<file path="config.mk">
export PLATFORM = sky130hd
export DESIGN_NAME = branch_unit_stk
export DESIGN_NICKNAME = d
export VERILOG_FILES = /design/src/rtl/branch_unit_stk.sv
export SDC_FILE = /design/constraint.sdc
export NUM_CORES = 1
export LEC_CHECK = 0
export CAP_MARGIN = 40
export CORE_MARGIN = 4
export CORE_UTILIZATION = 57
export CTS_BUF_LIST = sky130_fd_sc_hd__clkbuf_4 sky130_fd_sc_hd__clkbuf_8
export DETAILED_ROUTE_END_ITERATION = 7
export GPL_ROUTABILITY_DRIVEN = 0
export GPL_TIMING_DRIVEN = 0
export PLACE_DENSITY = 0.87
export SLEW_MARGIN = 20
export SYNTH_ARGS = -nofsm -noshare
export SYNTH_HDL_FRONTEND = slang
export SYNTH_SLANG_ARGS = --single-unit
</file>
<file path="constraint.sdc">
create_clock -name clk_i -period 5.7 [get_ports clk_i]
set_input_delay 1.14 -clock clk_i [delete_from_list [all_inputs] [get_ports clk_i]]
set_output_delay 1.14 -clock clk_i [all_outputs]
set_load 0.05 [all_outputs]
</file>
<file path="src/rtl/branch_unit_stk.sv">
// Branch decision unit with an internal flags register and return-address stack.
// Registers one decision and target per requesting cycle; the PC loads target_o when branch_o=1.
module branch_unit_stk #(
  parameter int unsigned ADDR_W      = 8,
  parameter int unsigned STACK_DEPTH = 4,
  localparam int unsigned SP_W       = $clog2(STACK_DEPTH + 1)
) (
  input  logic              clk_i,
  input  logic              rst_i,
  input  logic [3:0]        op_i,
  input  logic              ctrl_jmp_i,
  input  logic [ADDR_W-1:0] target_i,
  input  logic [ADDR_W-1:0] ret_addr_i,
  input  logic              flag_we_i,
  input  logic              flag_z_i,
  input  logic              flag_c_i,
  input  logic              flag_n_i,
  output logic              branch_o,
  output logic [ADDR_W-1:0] target_o,
  output logic [2:0]        flags_o,
  output logic [SP_W-1:0]   sp_o,
  output logic              stk_empty_o,
  output logic              stk_full_o,
  output logic              err_o
);

  localparam int unsigned IDX_W = $clog2(STACK_DEPTH);

  localparam logic [3:0] OP_JMP  = 4'h4;
  localparam logic [3:0] OP_JZ   = 4'h5;
  localparam logic [3:0] OP_JC   = 4'h6;
  localparam logic [3:0] OP_JN   = 4'h7;
  localparam logic [3:0] OP_CALL = 4'h8;
  localparam logic [3:0] OP_RET  = 4'h9;
  localparam logic [3:0] OP_JNZ  = 4'hD;
  localparam logic [3:0] OP_JNC  = 4'hE;
  localparam logic [3:0] OP_JNN  = 4'hF;

  logic [ADDR_W-1:0] stack [STACK_DEPTH];

  logic              cond_taken;
  logic              is_call;
  logic              is_ret;
  logic              stk_is_full;
  logic              stk_is_empty;
  logic              push;
  logic              pop;
  logic              fault;
  logic              taken;
  logic [ADDR_W-1:0] target_next;
  logic [SP_W-1:0]   sp_next;
  logic [IDX_W-1:0]  top_idx;

  // flags_o packs {N,C,Z}; conditions always see the pre-edge flags
  logic flag_z, flag_c, flag_n;
  assign flag_z = flags_o[0];
  assign flag_c = flags_o[1];
  assign flag_n = flags_o[2];

  // Decode opcode, qualify stack operations and select the next target
  always_comb begin
    cond_taken   = 1'b0;
    is_call      = 1'b0;
    is_ret       = 1'b0;
    case (op_i)
      OP_JMP:  cond_taken = 1'b1;
      OP_JZ:   cond_taken = flag_z;
      OP_JC:   cond_taken = flag_c;
      OP_JN:   cond_taken = flag_n;
      OP_JNZ:  cond_taken = ~flag_z;
      OP_JNC:  cond_taken = ~flag_c;
      OP_JNN:  cond_taken = ~flag_n;
      OP_CALL: is_call    = 1'b1;
      OP_RET:  is_ret     = 1'b1;
      default: cond_taken = 1'b0;
    endcase

    stk_is_full  = (sp_o == SP_W'(STACK_DEPTH));
    stk_is_empty = (sp_o == SP_W'(0));
    push         = ctrl_jmp_i & is_call & ~stk_is_full;
    pop          = ctrl_jmp_i & is_ret & ~stk_is_empty;
    fault        = ctrl_jmp_i & ((is_call & stk_is_full) | (is_ret & stk_is_empty));
    taken        = (ctrl_jmp_i & cond_taken) | push | pop;

    top_idx      = IDX_W'(sp_o - SP_W'(1));
    target_next  = pop ? stack[top_idx] : target_i;

    sp_next      = sp_o;
    if (push)      sp_next = sp_o + SP_W'(1);
    else if (pop)  sp_next = sp_o - SP_W'(1);
  end

  // Decision, target, flags, pointer and sticky error registers
  always_ff @(posedge clk_i) begin
    if (rst_i) begin
      branch_o    <= 1'b0;
      target_o    <= '0;
      flags_o     <= 3'b000;
      sp_o        <= '0;
      stk_empty_o <= 1'b1;
      stk_full_o  <= 1'b0;
      err_o       <= 1'b0;
    end else begin
      branch_o    <= taken;
      if (taken)     target_o <= target_next;
      if (flag_we_i) flags_o  <= {flag_n_i, flag_c_i, flag_z_i};
      sp_o        <= sp_next;
      stk_empty_o <= (sp_next == SP_W'(0));
      stk_full_o  <= (sp_next == SP_W'(STACK_DEPTH));
      if (fault)     err_o    <= 1'b1;
    end
  end

  // Return-address storage; contents need no reset
  always_ff @(posedge clk_i) begin
    if (!rst_i && push) stack[IDX_W'(sp_o)] <= ret_addr_i;
  end

endmodule

</file>
==> results.yml, run 1 <==
job:
  cap_viol_max_count: 0
clock_tree:
  path_clk_slew_ns: 0.09
  clk_latency_ns: 0.30
  postCtsSetupBuffers: 0
  clock-sinks: 50
  cts-htree-levels: 2
  holdBufCountCts: 0
  cts_root_buf: "clkbuf_8"
  cts_resized: 0
  cts_buffer_depth: 2
  cts_tree: "built"
  numCtsBuffers: 5
critical_path:
  r2r-end: "stack[0][6]$_DFFE_PP_"
  r2r_setup_slack_ns: 2.85
  crit_type: "in2reg"
  crit_required_ns: 5.65
  r2r-start: "sp_o[0]$_SDFF_PP0_"
  path_max_fanout: 8
  r2r_cells: 6
  cp.arrival_ns: 3.18
  cp-end-kind: "flop"
  critPathLaunchType: "input port"
floorplan:
  rows: 22
  die_w_um: 70.3
  die_area_mm2: 0.00494
  start_util_pct: 59.5
  coreArea_mm2: 0.00372
  fp.dieH_um: 70.3
  boundaryPins: 45
placement:
  pre_cts_slack_ns: 2.16
  port_buffers: 42
  dp_cells: 241
  dp_hpwl_um: 3310
layout:
  fin_nets: 232
  layout-drive-gt1-share_pct: 13.9
  fillers: 239
  synthToLayoutAreaGrowth_pct: 27.2
  antenna_cells: 0
  multiInputGateArea_um2: 818
  final_cells: 249
  ff_latch_area_mm2: 0.00132
  utilization_pct: 75.6
  final_common_cell: "clkdlybuf4s50_1"
  final_cell_mix: "42 x clkdlybuf4s50_1, 32 x edfxtp_1, 18 x dfxtp_1, 13 x mux2i_1"
drt:
  drt-vias-per-instance: 6.03
  avgRoutedWirePerCell_um: 18.9
  drtAntennaViolNets: 0
  route.detailed.drc: 0
  wirelength_um: 4720
  first_pass_iters: 4
  vias: 1501
  drt_iter0_drc: 221
timing:
  tightest_slew_ns: 0.754
  finalCriticalPeriod_ns: 3.23
  finalSetupViolations: 0
  timing.fmax_ghz: 0.309
  skew_ns: 0.0115
  hold_viol: 0
  finalMaxSlewViolations: 0
  setup_slack_ns: 2.47
  maxSlewHeadroom_pct: 48.5
  setup_tns_ns: 0
  fin_crit_sh_pct: 56.7
  rsz0062_at_grt: "no"
yosys:
  async_reset_ff_share_pct: 0
  synth_edf_count: 32
  ys.flop_type: "edfxtp_1"
  synth_area_mm2: 0.00221
  synth_seq_cells: 50
  yosysUniqueCellTypes: 37
  synth.avg_cell_area_um2: 14.6
  synth_fp_nets: 183
  yosysSeqAreaShare_pct: 59.8
  syn_inst: 151
  ys_warn_count: 0
grt:
  overflow: 0
  met1_usage_pct: 26.1
  busiest_layer: "met2"
  groute.usage.overall_pct: 20.9
  antenna_found_initial: 0
  grt_first_pass_wirelength_um: 7900
  use_met3_pct: 6.62
  use_met2_pct: 34.6
  grt_max_degree: 16
  grt_pass1_vias: 1560
pwr:
  p_leak_nw: 1.01
  vdd_drop_max_uv: 250
  power_mw: 0.760
  powerDensity_mw_per_mm2: 270
min_path:
  hold_end: "err_o$_SDFFE_PP0P_"
  min_from: "err_o$_SDFFE_PP0P_"
  hold_class: "reg2reg"
  hold_depth: 2
status:
  outcome: "finished, final reports clean"
-- layout make-up --
class / instances / share of cell area [%]
plain buffers: 11 / 2.23
clock buffers: 7 / 3.21
clock inverters: 1 / 1.07
inverters: 2 / 0.267
multi-input cells: 88 / 29.1
flip-flops and latches: 50 / 47.0
well taps: 48 / 2.14
repair buffers: 42 / 15.0
-- power breakdown --
group	switching, mW	internal (mW)
clock network	0.113	0.148
registers	0.00485	0.392
logic	0.0575	0.0452
-- synthesized netlist by cell type (all sizes together) (2+ instances only) --
cell,number,area share (%)
a2111oi,10,4.0
a211oi,11,4.0
a21o,2,0.68
a31oi,3,0.85
and2,4,1.1
buf,9,2.5
clkbuf,2,0.34
dfxtp,18,16
edfxtp,32,43
ha,5,2.8
inv,2,0.34
mux2i,13,5.9
mux4,8,8.2
nand2,2,0.34
nand2b,2,0.57
nor2,9,1.5
nor3b,3,1.2
xor2,2,0.79
-- per-stage QoR --
stage | hold slack (ns) | instance area, µm²
final | 0.489 | 2810
after global routing | 0.532 | 2810
after CTS | 0.492 | 2810
after floorplan | 0.748 | 2210
after global placement | 0.451 | 2690
after detailed placement | 0.472 | 2690
-- critical path, stage by stage --
cell and delay [ns]:
clkdlybuf4s50_1 0.47, nand4bb_1 0.35, a2111oi_0 0.71, and2_1 0.50
-- worst max-delay path by stage --
stage	startpoint	endpoint	slack, ns	cells after the start
2_1_floorplan	sp_o[0]$_SDFF_PP0_	stack[0][0]$_DFFE_PP_	2.98	6
3_3_place_gp	op_i[1]	stack[3][5]$_DFFE_PP_	2.26	4
3_5_place_dp	op_i[1]	stack[0][0]$_DFFE_PP_	2.16	4
4_1_cts	op_i[1]	stack[3][2]$_DFFE_PP_	2.48	4
5_1_grt	op_i[1]	stack[3][7]$_DFFE_PP_	2.28	4
6_report	op_i[1]	stack[0][6]$_DFFE_PP_	2.47	4
-- cell families (layout without fill, tap and decap cells) --
kind of cell / after synthesis / in the layout / share of synthesized area (%)
buffers and inverters: 13 / 63 / 3.17
muxes: 21 / 21 / 14.0
DFF: 50 / 50 / 59.8
AOI/OAI and AO/OA: 32 / 32 / 11.5
xor gates and xnor gates: 3 / 3 / 1.19
adders and majority gates: 5 / 5 / 2.83
and+or+nand+nor: 27 / 27 / 7.47
-- metal layers --
layer	share of wire [%]	vias up
li1	-	701
met1	40	734
met2	52	57
met3	6.4	9
met4	1.7	0
met5	0	-
-- registers in the layout, indices dropped and copies added, names as in the netlist --
signal       cells
branch_o         1
err_o            1
flags_o          3
sp_o             3
stack           32
stk_empty_o      1
stk_full_o       1
target_o         8
Note: power is estimated with default switching activity, not from simulation.
==> run 2: changes to the inputs <==
Settings changed: CORE_UTILIZATION 57 to 48, PLACE_DENSITY 0.87 to 0.78.
Clock period 5.7 ns to 2.65 ns, I/O delays scaled along.
==> run 2 against run 1 <==
Via count down 2.1%. Cell count increased by 1.6%. Critical endpoint is now stack[3][2]$_DFFE_PP_. Clock skew shrank 0.0026 ns. Clock power rose by 140%. First-iteration DRC count fell by 59%. Non-clock buffer count is the same. Critical path depth is 2 higher.
==> results.yml, run 2 (synthesis gave the netlist of run 1 again) <==
critical_path:
  cp.arrival_ns: 2.39
  crit_required_ns: 2.64
  cp-end-kind: "flop"
  crit_type: "reg2reg"
  path_max_fanout: 10
  critPathLaunchType: "flop"
grt:
  overflow: 0
  grt_pass1_vias: 1538
  grt_first_pass_wirelength_um: 7260
  groute.usage.overall_pct: 17.3
  grt_max_degree: 17
  antenna_found_initial: 0
timing:
  setup_tns_ns: 0
  hold_viol: 0
  finalCriticalPeriod_ns: 2.39
  finalHoldWorstSlack_ns: 0.485
  finalMaxSlewViolations: 0
  rsz0062_at_grt: "no"
  setup_slack_ns: 0.255
  timing.fmax_ghz: 0.418
  fin_crit_sh_pct: 90.4
  finalSetupViolations: 0
  tightest_slew_ns: 0.492
  skew_ns: 0.00891
  maxSlewHeadroom_pct: 66.4
drt:
  drt-vias-per-instance: 5.81
  route.detailed.drc: 0
  vias: 1470
  drt_iter0_drc: 91
  wirelength_um: 4750
  first_pass_iters: 4
  avgRoutedWirePerCell_um: 18.8
  drtAntennaViolNets: 0
pwr:
  p_leak_nw: 1.02
  vdd_drop_max_uv: 410
  powerDensity_mw_per_mm2: 602
clock_tree:
  cts_buffer_depth: 2
  cts-htree-levels: 2
  cts_tree: "built"
  clock-sinks: 50
  path_clk_slew_ns: 0.09
  cts_root_buf: "clkbuf_8"
  clk_latency_ns: 0.30
  numCtsBuffers: 5
placement:
  dp_cells: 245
  port_buffers: 42
  pre_cts_slack_ns: -0.341
  dp_hpwl_um: 3380
layout:
  largest_reg_flops: 32
  fin_nets: 232
  final_cell_mix: "42 x clkdlybuf4s50_1, 32 x edfxtp_1, 17 x dfxtp_1, 13 x mux2i_1, 10 x a211oi_1"
  antenna_cells: 0
  multiInputGateArea_um2: 830
  synthToLayoutAreaGrowth_pct: 28.8
  top_register: "stack"
  ff_latch_area_mm2: 0.00132
  fillers: 332
  layout-drive-gt1-share_pct: 16.9
  reg.largest.list: "stack (32), target_o (8)"
  final_common_cell: "clkdlybuf4s50_1"
  final_cells: 253
status:
  outcome: "finished, final reports clean"
floorplan:
  rows: 24
  start_util_pct: 50.1
  boundaryPins: 45
  coreArea_mm2: 0.00441
  die_w_um: 75.9
  fp.dieH_um: 75.9
  die_area_mm2: 0.00575
job:
  cap_viol_max_count: 0
min_path:
  hold_class: "reg2reg"
run 2: worst paths after layout:
| path | start | end | slack (ns) | cells after the start |
|---|---|---|---|---|
| max | sp_o[0]$_SDFF_PP0_ | stack[3][2]$_DFFE_PP_ | 0.26 | 6 |
| min | err_o$_SDFFE_PP0P_ | err_o$_SDFFE_PP0P_ | 0.48 | 2 |
| max reg2reg | sp_o[0]$_SDFF_PP0_ | stack[3][2]$_DFFE_PP_ | 0.26 | 6 |
| min reg2reg | err_o$_SDFFE_PP0P_ | err_o$_SDFFE_PP0P_ | 0.48 | 2 |
run 2: layout make-up:
| type | count | share of cell area (%) |
|---|---|---|
| Timing Repair Buffer | 42 | 14.8 |
| Inverter | 2 | 0.264 |
| Sequential cell | 50 | 46.5 |
| Multi-Input combinational cell | 88 | 29.2 |
| Clock buffer | 5 | 2.42 |
| Clock inverter | 3 | 2.42 |
| Buffer | 11 | 2.20 |
| Tap cell | 52 | 2.29 |
run 2: routing by layer:
metal | up-vias | wire length (µm) | track usage, %
li1 | 695 | - | -
met1 | 711 | 1890 | 20.2
met2 | 58 | 2490 | 31.1
met3 | 6 | 325 | 5.01
met4 | 0 | 39 | 4.47
met5 | - | 0 | 0
run 2: where the power goes:
group | switching [mW] | total (mW) | internal, mW
clock network | 0.259 | 0.637 | 0.378
logic | 0.125 | 0.222 | 0.0974
registers | 0.00993 | 0.853 | 0.843
total | 0.394 | 1.71 | 1.32
run 2: repair_timing:
item | CTS | global route
endpoints found under the setup margin | 32 | 32
gates cloned | 0 | 0
buffers inserted | 0 | 0
hold buffers | 0 | 0
gates resized for setup | 5 | 1
run 2: critical path, cell delays in order (launching register included):
cell and delay (ns):
dfxtp_2 0.44, buf_4 0.25, inv_1 0.11, ha_1 0.23, buf_2 0.19, a2111oi_2 0.50, and2_2 0.37
run 2: through the flow:
stage	util [%]	total power, mW	instance area [µm²]
4_1_cts	64.3	1.72	2840
3_5_place_dp	61.1	1.09	2700
6_report	64.5	1.71	2850
5_1_grt	64.5	1.77	2850
3_3_place_gp	61.1	1.08	2700
2_1_floorplan	-	0.998	2210
